==> src/rtl/run_ctrl_pkg.sv <==
// Shared encodings for the run/stop controller: FSM states, completion
// status codes and the default counter width.
package run_ctrl_pkg;

  localparam int CYCLE_W_DEF = 32;

  typedef enum logic [1:0] {
    ST_HOLD = 2'd0,
    ST_RUN  = 2'd1,
    ST_DONE = 2'd2
  } state_e;

  typedef enum logic [1:0] {
    STAT_RUNNING = 2'b00,
    STAT_HALTED  = 2'b01,
    STAT_TIMEOUT = 2'b10,
    STAT_HANG    = 2'b11
  } status_e;

endpackage

==> src/rtl/run_controller_popcount.sv <==
// commit_popcount: combinational count of asserted commit channels.
module commit_popcount #(
  parameter int NUM_CH = 1
) (
  input  logic [NUM_CH-1:0]            vld,
  output logic [$clog2(NUM_CH+1)-1:0]  cnt
);

  localparam int CNT_W = $clog2(NUM_CH + 1);

  // Sum the individual valid bits.
  always_comb begin
    cnt = '0;
    for (int i = 0; i < NUM_CH; i++) cnt = cnt + CNT_W'(vld[i]);
  end

endmodule

==> src/rtl/run_controller.sv <==
// run_controller: staged core reset release, run-cycle budget, saturating
// commit counting, halt detection and an optional hang watchdog.
// Optional feature macro: RUN_CTRL_HANG_DET_EN (idle counter + HANG status).
module run_controller
  import run_ctrl_pkg::*;
#(
  parameter int CYCLE_W    = CYCLE_W_DEF,
  parameter int MAX_CYCLES = 10,
  parameter int RST_HOLD   = 2,
  parameter int NUM_CH     = 1,
  parameter int IDLE_LIMIT = 16
) (
  input  logic               clk,
  input  logic               rstn,
  input  logic [NUM_CH-1:0]  commit_valid,
  input  logic               halt_req,
  output logic               core_rstn,
  output logic [CYCLE_W-1:0] cycle_cnt,
  output logic [CYCLE_W-1:0] commit_cnt,
  output logic               done,
  output logic [1:0]         status
);

  localparam int PC_W   = $clog2(NUM_CH + 1);
  localparam int SUM_W  = ((CYCLE_W > PC_W) ? CYCLE_W : PC_W) + 1;
  localparam int HOLD_W = $clog2(RST_HOLD + 1);
  localparam logic [CYCLE_W-1:0] CNT_MAX = '1;

  state_e               state_q, state_d;
  status_e              status_q, status_d;
  logic [HOLD_W-1:0]    hold_q, hold_d;
  logic [CYCLE_W-1:0]   cycle_q, cycle_d;
  logic [CYCLE_W-1:0]   commit_q, commit_d;
  logic                 done_q, done_d;
  logic                 core_rstn_q, core_rstn_d;
  logic [PC_W-1:0]      pop;
  logic [SUM_W-1:0]     commit_sum;
  logic                 timeout_hit;
  logic                 hang_hit;

  commit_popcount #(.NUM_CH(NUM_CH)) u_popcount (
    .vld (commit_valid),
    .cnt (pop)
  );

`ifdef RUN_CTRL_HANG_DET_EN
  localparam int IDLE_W = $clog2(IDLE_LIMIT + 1);
  logic [IDLE_W-1:0] idle_q, idle_d;

  // Idle counter: consecutive commit-free RUN cycles, saturating at the limit.
  always_comb begin
    idle_d = idle_q;
    if (state_q == ST_HOLD) begin
      idle_d = '0;
    end else if (state_q == ST_RUN) begin
      if (pop != '0)                            idle_d = '0;
      else if (idle_q != IDLE_W'(IDLE_LIMIT))   idle_d = idle_q + IDLE_W'(1);
    end
  end

  // Idle counter register.
  always_ff @(posedge clk or negedge rstn) begin
    if (!rstn) idle_q <= '0;
    else       idle_q <= idle_d;
  end

  assign hang_hit = (state_q == ST_RUN) && (idle_d == IDLE_W'(IDLE_LIMIT));
`else
  // Without the watchdog a hang is never declared; IDLE_LIMIT has no effect.
  assign hang_hit = (IDLE_LIMIT < 0) && 1'b0;
`endif

  // Next-state, counter and status logic; stop priority halt > timeout > hang.
  always_comb begin
    state_d     = state_q;
    hold_d      = hold_q;
    cycle_d     = cycle_q;
    commit_d    = commit_q;
    done_d      = done_q;
    status_d    = status_q;
    core_rstn_d = core_rstn_q;
    commit_sum  = SUM_W'(commit_q) + SUM_W'(pop);
    timeout_hit = 1'b0;
    case (state_q)
      ST_HOLD: begin
        core_rstn_d = 1'b0;
        if (hold_q == HOLD_W'(RST_HOLD - 1)) begin
          state_d     = ST_RUN;
          core_rstn_d = 1'b1;
          hold_d      = '0;
        end else begin
          hold_d = hold_q + HOLD_W'(1);
        end
      end
      ST_RUN: begin
        if (cycle_q != CNT_MAX) cycle_d = cycle_q + CYCLE_W'(1);
        commit_d = (commit_sum > SUM_W'(CNT_MAX)) ? CNT_MAX : commit_sum[CYCLE_W-1:0];
        timeout_hit = (MAX_CYCLES != 0) && (64'(cycle_d) == 64'(MAX_CYCLES));
        if (halt_req || timeout_hit || hang_hit) begin
          state_d = ST_DONE;
          done_d  = 1'b1;
          if (halt_req)         status_d = STAT_HALTED;
          else if (timeout_hit) status_d = STAT_TIMEOUT;
          else                  status_d = STAT_HANG;
        end
      end
      ST_DONE: ;
      default: state_d = ST_HOLD;
    endcase
  end

  // State and output registers.
  always_ff @(posedge clk or negedge rstn) begin
    if (!rstn) begin
      state_q     <= ST_HOLD;
      status_q    <= STAT_RUNNING;
      hold_q      <= '0;
      cycle_q     <= '0;
      commit_q    <= '0;
      done_q      <= 1'b0;
      core_rstn_q <= 1'b0;
    end else begin
      state_q     <= state_d;
      status_q    <= status_d;
      hold_q      <= hold_d;
      cycle_q     <= cycle_d;
      commit_q    <= commit_d;
      done_q      <= done_d;
      core_rstn_q <= core_rstn_d;
    end
  end

  assign core_rstn  = core_rstn_q;
  assign cycle_cnt  = cycle_q;
  assign commit_cnt = commit_q;
  assign done       = done_q;
  assign status     = status_q;

endmodule

==> config.mk <==
export PLATFORM = sky130hd
export DESIGN_NAME = run_controller
export DESIGN_NICKNAME = d
export VERILOG_FILES = /design/src/rtl/run_ctrl_pkg.sv /design/src/rtl/run_controller_popcount.sv /design/src/rtl/run_controller.sv
export SDC_FILE = /design/constraint.sdc
export NUM_CORES = 1
export LEC_CHECK = 0
export ABC_AREA = 1
export CAP_MARGIN = 30
export CORE_MARGIN = 3
export CORE_UTILIZATION = 35
export CTS_CLUSTER_DIAMETER = 50
export DETAILED_ROUTE_END_ITERATION = 7
export PLACE_DENSITY = 0.66
export RECOVER_POWER = 25
export SLEW_MARGIN = 20
export SYNTH_ARGS = -nofsm -noshare
export SYNTH_HDL_FRONTEND = slang
export SYNTH_SLANG_ARGS = --single-unit
export TNS_END_PERCENT = 100
==> constraint.sdc <==
create_clock -name clk -period 3.75 [get_ports clk]
set_input_delay 0.375 -clock clk [delete_from_list [all_inputs] [get_ports clk]]
set_output_delay 0.375 -clock clk [all_outputs]
set_load 0.005 [all_outputs]
* Yosys cells after proc, flatten, opt, wreduce, memory -nomap -nowiden
Cells that the tools add are included.
** Word-level totals
- Register bits after elaboration :: 72
- Output and inout port bits :: 68
- Logic and storage cells :: 33
** Cells by class
- Add/sub/neg operators :: 3
- Magnitude comparators :: 1
- Eq/ne operators :: 7
- Mux-type cells :: 10
- Bitwise gates (word level) :: 1
- Reductions and logical operators :: 4
** Operators by type and width (number)
- two-way mux 32 bit :: 3
- adder 32 x 1 -> 33 bit :: 1
- > comparator 33 x 32 -> 1 bit (second input constant) :: 1
- adder 32 x 1 -> 32 bit (second input constant) :: 1
- == test 32 x 4 -> 1 bit (second input constant) :: 1
- inequality test 32 bit (second input constant) :: 1
- two-way mux 2 bit :: 4
- case mux 2 bit (3 select lines) :: 1
- == test 2 x 1 -> 1 bit (second input constant) :: 2
- inequality test 2 bit (second input constant) :: 2
- AND reduction 3 bit :: 1
- adder 2 x 1 -> 2 bit (second input constant) :: 1
- == test 2 bit (second input constant) :: 1
- logical NOT 2 bit :: 1
- two-way mux 1 bit :: 2
- AND reduction 2 bit :: 1
- logical OR 1 bit :: 1
- NOT 1 bit :: 1

* Logic depth before layout (Yosys ltp)
Gate-level depths: netlist of the first run.
- Depth in word-level cells :: 7
- Mapped depth :: 17

* By module
From an unflattened synthesis of the first run, not the netlist that was laid out.
** Unflattened totals
- Cell total of the unflattened synthesis :: 678
- Area, all modules :: 4767.1 sq um
** By module, submodules not included
- run_controller :: times used 1, cells an instance 677, area each 4759.6 sq um
- commit_popcount :: times used 1, cells an instance 1, area each 7.5 sq um

* Worst setup path before layout of the first run
Ideal clock, no wire load.
- Kind :: register -> register
- Start point :: register commit_q[0] (netlist: commit_cnt[0])
- End point :: register commit_q[24] (netlist: commit_cnt[24])
- Setup time :: 69 ps
- Arrival time :: 1950 ps
- Data required time :: 3681 ps
- Path slack :: 1730 ps
- Stages on the path, launching flop included :: 13
- Cells stage by stage :: dfrtp_1 -> ha_1 -> ha_1 -> nand4_1 -> nor2_2 -> nand4_4 -> nor2_4 -> nand3_2 -> or2_1 -> inv_2 -> nand3_4 -> buf_6 -> nand3_1
** Between the ends
- Cells in the longest elaborated chain, start to end :: 3
** Ends and longest elaborated chain
- from (decl) :: RTL line run_controller.sv:33 : logic [CYCLE_W-1:0] commit_q, commit_d;
- from (signal assigned) :: RTL line run_controller.sv:127 : commit_q <= commit_d;
- adder 32 x 1 -> 33 bit (*) :: RTL line run_controller.sv:82 : commit_sum = SUM_W'(commit_q) + SUM_W'(pop);
- > comparator 33 x 32 -> 1 bit :: RTL line run_controller.sv:97 : commit_d = (commit_sum > SUM_W'(CNT_MAX)) ? CNT_MAX : commit_sum[CYCLE_W-1:0];
- two-way mux 32 bit (*) :: RTL line run_controller.sv:97
Mark *: on every way between the ends. The rest lies on a longest branch, timed or not.
A chain may end at the register's enable or synchronous reset.

* Worst setup path in the final report of the first run
- Start point :: register cycle_q[0] (netlist: cycle_cnt[0])
- End point :: register status_q[1] (netlist: status[1])
** Between the ends
- Cells in the longest elaborated chain, start to end :: 6
- Elaborated cells on any way between the ends :: 7
- Those cells by class :: 1 x add/sub; 2 x eq/ne; 2 x mux; 2 x reduce/logical
** Ends and longest elaborated chain
- from (decl) :: RTL line run_controller.sv:32 : logic [CYCLE_W-1:0] cycle_q, cycle_d;
- from (signal assigned) :: RTL line run_controller.sv:126 : cycle_q <= cycle_d;
- adder 32 x 1 -> 32 bit or inequality test 32 bit (tied branches) :: RTL line run_controller.sv:96 : if (cycle_q != CNT_MAX) cycle_d = cycle_q + CYCLE_W'(1);
- two-way mux 32 bit (*) :: RTL line run_controller.sv:96
- two-way mux 32 bit (*) :: RTL line run_controller.sv:84 : case (state_q)
- == test 32 x 4 -> 1 bit (*) :: RTL line run_controller.sv:98 : timeout_hit = (MAX_CYCLES != 0) && (64'(cycle_d) == 64'(MAX_CYCLES));
- logical OR 1 bit (*) :: RTL line run_controller.sv:99 : if (halt_req || timeout_hit || hang_hit) begin
- AND reduction 2 bit (no source line) (*)
- to (signal assigned) :: RTL line run_controller.sv:124 : status_q <= status_d;
- to (decl) :: RTL line run_controller.sv:30 : status_e status_q, status_d;
Mark *: on every way between the ends. The rest lies on a longest branch, timed or not. The select of a mux whose other input is x is not followed.

==> flow_metrics.py, run 1 <==
metrics = {
    "sta": {
        "setup_viol": 0,
        "period_share": 0.718,
        "slew_violations": 50,
        "rsz0062_at_grt": "false",
        "period_needed_ns": 2.69,
        "fin_ws_ns": 1.06,
        "setup_tns_ns": 0,
        "hold_viol": 0,
        "max_freq_ghz": 0.371,
        "skew_ns": 0.00530,
        "relSlewSlack": -0.799,
        "tightest_slew_ns": 2.70,
    },
    "logic_synthesis": {
        "synth-seq-cells": 72,
        "synthArstFlopShare": 1.00,
        "yosys.area.top_type_share": 0.393,
        "syn-instance-count": 650,
        "synth_compound_area_frac": 0.0838,
        "synth_top_family_by_area": "simple AND/OR/NAND/NOR gates",
        "synthAdderAreaFrac": 0.0109,
        "yosys_warnings": 0,
        "yosys-top-cells-count": "190 x nand2_1, 107 x nor2_1, 72 x dfrtp_1, 59 x inv_1, 41 x o21ai_0",
        "synth_mux_area_frac": 0,
        "synth_edf_count": 0,
        "synth_area_per_cell_um2": 7.05,
        "synthSimpleGateAreaFrac": 0.375,
        "yosys.area.top_type": "dfrtp_1",
        "syn_nets": 658,
        "synth_area_leaders": "dfrtp_1 39%, nand2_1 16%, nor2_1 8.8%",
        "yosysUniqueCellTypes": 36,
        "netlist_area_um2": 4580,
        "seq_area_frac_synth": 0.393,
        "synth_xor_area_frac": 0.0631,
        "ys.flop_type": "dfrtp_1",
        "yosys.cell_count.top_type": "nand2_1",
    },
    "setup_path": {
        "path_cells": "ha_1, inv_2, nor2_4, nand2_4, nor2_8, nand2_4, inv_4, nor3_1, nor2b_1, nand2_1, nor2_2, nand3_1, a21oi_1",
        "cp_slowest_cell": "dfrtp_1",
        "cp.required_ns": 4.01,
        "worstSetupStartpoint": "cycle_cnt[0]$_DFFE_PN0N_",
        "cpPeakStageDelay_ns": 0.51,
        "worstSetupStartpointType": "register",
        "reg2reg_from": "cycle_cnt[0]$_DFFE_PN0N_",
        "crit_fanout": 22,
        "cpMostUsedCell": "nand2_4",
        "cp-end-kind": "register",
        "crit_type": "reg2reg",
        "crit_arrival_ns": 2.96,
        "reg2reg_depth": 13,
    },
    "global_routing": {
        "grt_overflow_total": 0,
        "grt_pass1_vias": 4284,
        "grt_first_pass_wirelength_mm": 20.7,
        "grt_usage": 0.176,
        "grt_max_degree": 79,
        "antenna_found_initial": 0,
    },
    "floorplanning": {
        "die_width_um": 120,
        "start_util": 0.360,
        "core-area_um2": 12700,
        "fp.dieH_um": 120,
        "fp-row-count": 41,
        "die-area_um2": 14500,
        "io_pins": 72,
    },
    "clock_tree": {
        "insertion_delay_ns": 0.34,
        "post-cts-setup-buffers": 0,
        "cts_tree": "done",
        "htree_num_levels": 3,
        "cts_root_buf": "clkbuf_16",
        "cts.clk_slew.worst_paths_ns": 0.06,
        "cts_resized": 0,
        "cts.path.max_buffers": 2,
        "cts_hold_buffers": 0,
        "cts_made_buffers": 9,
        "clkSinkCount": 72,
    },
    "final_layout": {
        "nNetsFinal": 725,
        "final_layout_size_suffix_gt1_frac": 0.0651,
        "antennaDiodeCount": 0,
        "area_growth_pct": 26.3,
        "fill_cells": 1309,
    },
    "power_and_ir_drop": {
        "powerDensity_nw_per_um2": 501,
        "power.leakage_nw": 2.49,
        "ir_worst_vdd_v": 0.000363,
    },
    "place": {
        "port-buffer-count": 71,
        "post-place-ws_ns": 0.932,
        "post-dp-hpwl_mm": 9.17,
        "gp_congestion": 0.938,
    },
    "min_path": {
        "min_path_cells": 2,
        "min-delay-start": "done$_DFFE_PN0P_",
        "hold_path.class": "reg2reg",
    },
    "routing": {
        "first_pass_iters": 5,
        "drc": 0,
        "post_drt_wl_per_cell_um": 13.7,
        "vias": 4446,
        "route.antenna.remaining_nets": 0,
        "wl_mm": 12.2,
        "drt_iter0_drc": 480,
        "vias_per_cell": 4.97,
    },
    "outcome": {
        "outcome": "finished with violations",
        "failed_checks": "capacitance limit, slew limit",
    },
    "run": {
        "maxCapViolCount": 1,
    },
}
## sequential cells by signal, summed over array words and instances, names as in the netlist
register / count
status: 2
cycle_cnt: 32
state_q: 2
done: 1
commit_cnt: 32
core_rstn: 1
hold_q: 2
## through the flow
stage	area [um^2]	hold slack (ns)	utilization	cells	power [mW]
finish	5790	0.479	0.455	894	2.90
global route	5790	0.513	0.455	894	3.07
CTS	5790	0.0829	0.455	894	2.93
detailed placement	5440	0.447	0.427	878	1.89
global placement	5430	0.468	0.427	878	1.87
floorplan	4580	0.0794	-	650	1.54
## cells by family after synthesis
kind of cell               Yosys count
and+or+nand+nor                    389
AOI/OAI and AO/OA                   70
adders and majority gates            4
buffers and inverters               82
xor gates and xnor gates            33
DFF                                 72
## critical path, delay by kind of cell, from the launching register on
family	cells	cell delay (ns)
buffers and inverters	2	0.23
AO/OA/AOI/OAI	1	0.16
adder cells (fa/ha/maj)	1	0.34
AND/OR/NAND/NOR	9	1.37
flip-flops	1	0.51
## final cells by class
class	count	area, um^2	share of cell area
clock inverter	5	103	0.0177
sequential	72	1800	0.311
timing repair buffer	73	717	0.124
clock buffer	11	253	0.0437
multi-input combinational	496	2450	0.423
inverter	65	246	0.0426
tap	172	215	0.0372
## power breakdown
group / leakage [nW] / switching (mW) / internal [mW]
Combinational: 1.45 / 0.485 / 0.344
Clock: 0.172 / 0.337 / 0.685
Sequential: 0.867 / 0.163 / 0.887
## layer usage
| metal | track usage | wire length, um | vias to the layer above |
|---|---|---|---|
| met5 | 0 | 0 | - |
| met4 | 0.0595 | 179 | 0 |
| met3 | 0.0295 | 642 | 13 |
| met2 | 0.283 | 5680 | 118 |
| met1 | 0.242 | 5720 | 2091 |
| li1 | - | - | 2224 |
## worst paths after layout
path	to	slack [ns]
worst max-delay path	status[1]$_DFFE_PN0P_	1.06
worst min-delay path	done$_DFFE_PN0P_	0.48
worst max register to register	status[1]$_DFFE_PN0P_	1.06
worst min register to register	done$_DFFE_PN0P_	0.48
max in group asynchronous	commit_cnt[12]$_DFFE_PN0N_	1.11
min in group asynchronous	cycle_cnt[21]$_DFFE_PN0N_	0.89
## cell usage in the layout (no fill, tap or decap), types with 4 or more instances in the layout
| cell type | n |
|---|---|
| a31oi_1 | 20 |
| xor2_1 | 25 |
| nand2_1 | 190 |
| nand3_1 | 35 |
| inv_1 | 59 |
| clkbuf_16 | 9 |
| nand3b_1 | 8 |
| nand4_1 | 12 |
| nor3_1 | 11 |
| nor2_2 | 9 |
| dfrtp_1 | 72 |
| nor2_1 | 106 |
| ha_1 | 4 |
| inv_2 | 5 |
| clkdlybuf4s50_1 | 70 |
| xnor2_1 | 8 |
| o21ai_0 | 41 |
Power figures use the tool's default switching activity.
==> inputs of run 2 (changes only) <==
--- a/config.mk
+++ b/config.mk
@@ -11,7 +11,7 @@
 export CORE_UTILIZATION = 35
 export CTS_CLUSTER_DIAMETER = 50
 export DETAILED_ROUTE_END_ITERATION = 7
-export PLACE_DENSITY = 0.66
+export PLACE_DENSITY = 0.68
 export RECOVER_POWER = 25
 export SLEW_MARGIN = 20
 export SYNTH_ARGS = -nofsm -noshare
==> constraint.sdc (replaced) <==
create_clock -name clk -period 2.2 [get_ports clk]
set_input_delay 0.22 -clock clk [delete_from_list [all_inputs] [get_ports clk]]
set_output_delay 0.22 -clock clk [all_outputs]
set_load 0.005 [all_outputs]
==> run 2 against run 1 <==
- the flow now finishes without violations
- via count rose by 3.6%
- sequential share of layout area shrank 3.0 points
- utilization rose by 5.1 points
- largest power group is now combinational cells
- clock power grew 36%
- global-route usage grew 1.1 points
- first-iteration DRC count down 30%
- count of clock-buffer cells in the layout down 1
==> flow_metrics.py, run 2 (synthesis results as in run 1) <==
metrics = {
    "clock_tree": {
        "cts_tree": "done",
        "cts.clk_slew.worst_paths_ns": 0.06,
        "htree_num_levels": 3,
        "insertion_delay_ns": 0.34,
        "clkSinkCount": 72,
        "cts_made_buffers": 9,
        "cts.path.max_buffers": 2,
        "cts_root_buf": "clkbuf_16",
    },
    "final_layout": {
        "nNetsFinal": 792,
        "final_cells": 961,
        "layout_commonest_cell": "nand2_1",
        "antennaDiodeCount": 0,
        "final_layout_size_suffix_gt1_frac": 0.207,
        "area_growth_pct": 40.4,
        "design_area_um2": 6430,
        "final_cell_mix": "180 x nand2_1, 83 x nor2_1, 69 x clkdlybuf4s50_1",
    },
    "floorplanning": {
        "start_util": 0.360,
        "die-area_um2": 14500,
        "core-area_um2": 12700,
        "die_width_um": 120,
        "fp-row-count": 41,
        "io_pins": 72,
        "fp.dieH_um": 120,
    },
    "place": {
        "dp_cells": 936,
        "port-buffer-count": 71,
        "detailed_place.area_um2": 5900,
        "post-place-ws_ns": -0.256,
        "gp_congestion": 0.882,
        "post-dp-hpwl_mm": 9.64,
    },
    "sta": {
        "fin_ws_ns": 0.0977,
        "relSlewSlack": 0.374,
        "max_freq_ghz": 0.476,
        "period_needed_ns": 2.10,
        "hold_viol": 0,
        "setup_tns_ns": 0,
        "slew_violations": 0,
        "setup_viol": 0,
        "tightest_slew_ns": 0.940,
        "period_share": 0.956,
        "skew_ns": 0.00440,
        "rsz0062_at_grt": "true",
    },
    "routing": {
        "wl_mm": 12.8,
        "drc": 0,
        "vias_per_cell": 4.79,
        "post_drt_wl_per_cell_um": 13.3,
        "drt_iter0_drc": 335,
        "vias": 4606,
        "route.antenna.remaining_nets": 0,
        "first_pass_iters": 4,
    },
    "power_and_ir_drop": {
        "p_int_mw": 3.13,
        "clockPowerShare": 0.281,
        "power.leakage_nw": 2.81,
        "swShare": 0.364,
        "ir_worst_vdd_v": 0.000434,
        "comb_power_share": 0.369,
        "powerDensity_nw_per_um2": 766,
        "seq_power_share": 0.350,
        "p_sw_mw": 1.79,
    },
    "global_routing": {
        "grt_first_pass_wirelength_mm": 21.6,
        "grt_usage": 0.187,
        "grt_max_degree": 84,
        "grt_pass1_vias": 4385,
        "antenna_found_initial": 0,
        "grt_overflow_total": 0,
    },
    "run": {
        "maxCapViolCount": 0,
    },
    "setup_path": {
        "cpPeakStageDelay_ns": 0.36,
        "cp-end-kind": "register",
        "worstSetupStartpointType": "register",
        "crit_buf_inv": 1,
        "crit_type": "reg2reg",
        "path_cells": "ha_2, ha_4, nand4_1, nor2_2, nand4_4, nor2_4, nand3_2, or2_1, inv_2, nand3_4, o21ai_1",
        "cp.required_ns": 2.47,
        "reg2reg_depth": 11,
        "crit_fanout": 7,
        "cp.depth": 11,
        "cp_top_family": "simple AND/OR/NAND/NOR gates",
        "crit_arrival_ns": 2.37,
        "cp_slowest_cell": "dfrtp_1",
    },
    "min_path": {
        "hold_path.class": "in2reg",
        "min_path_cells": 4,
    },
    "outcome": {
        "outcome": "completed",
    },
}
run 2: cell count changes in the layout (fill, tap and decap cells not counted), sizes merged:
| cell | delta |
|---|---|
| clkdlybuf4s50 | -1 |
| dlymetal6s2s | +1 |
| nand3 | +1 |
| inv | +1 |
| bufinv | -3 |
| clkbuf | -1 |
| buf | +65 |
| dlygate4sd3 | +1 |
| clkinvlp | +3 |
run 2: tightest hold or removal path: stages:
cell and delay [ns]:
dlymetal6s2s_1 0.12, ha_2 0.17, o21ai_0 0.08, nand2_1 0.06
run 2: layout make-up:
cell class / count / area [um^2]
well taps: 172 / 215
clock buffers: 10 / 239
inverters: 65 / 249
clock inverters: 6 / 43.8
fillers: 1288 / 6290
flip-flops and latches: 72 / 1810
multi-input cells: 497 / 2630
repair buffers: 139 / 1240
run 2: path summary, 6_finish.rpt:
kind | from | to | slack, ns
hold / removal | commit_valid | commit_cnt[0]$_DFFE_PN0N_ | 0.35
hold reg to reg | status[0]$_DFFE_PN0P_ | status[0]$_DFFE_PN0P_ | 0.47
setup reg to reg | commit_cnt[0]$_DFFE_PN0N_ | commit_cnt[12]$_DFFE_PN0N_ | 0.1
setup / recovery | commit_cnt[0]$_DFFE_PN0N_ | commit_cnt[12]$_DFFE_PN0N_ | 0.1
max in group asynchronous | rstn | cycle_cnt[18]$_DFFE_PN0N_ | 0.48
min in group asynchronous | rstn | cycle_cnt[27]$_DFFE_PN0N_ | 0.55
run 2: timing repair:
action | in CTS | in global routing
buffers inserted | 0 | 7
resized for setup | 1 | 65
gates cloned | 0 | 1
endpoints found under the setup margin | 2 | 32
hold buffers | 1 | 0
pin swaps | 0 | 17
hold endpoints to repair | 36 | 0
run 2: through the flow:
stage          hold WS (ns)  utilization  power [mW]
2_1_floorplan       -0.0756            -        2.62
3_3_place_gp          0.222        0.464        3.43
3_5_place_dp          0.225        0.464        3.45
4_1_cts               0.394        0.487        4.87
5_1_grt               0.379        0.506        5.24
6_report              0.347        0.506        4.93
run 2: power by group through the flow:
stage | Sequential [mW] | Combinational, mW | Clock [mW]
2_1_floorplan | 1.73 | 0.885 | 0
3_3_place_gp | 1.73 | 1.69 | 0
3_5_place_dp | 1.74 | 1.71 | 0
4_1_cts | 1.72 | 1.73 | 1.42
5_1_grt | 1.75 | 2.01 | 1.48
6_report | 1.72 | 1.82 | 1.39
run 2: routing by layer:
metal  up-vias  routed length [um]  GRT usage
met4         0                 218     0.0623
li1       2365                   -          -
met2        93                5890      0.291
met3        17                 546     0.0440
met5         -                   0          0
met1      2131                6130      0.258
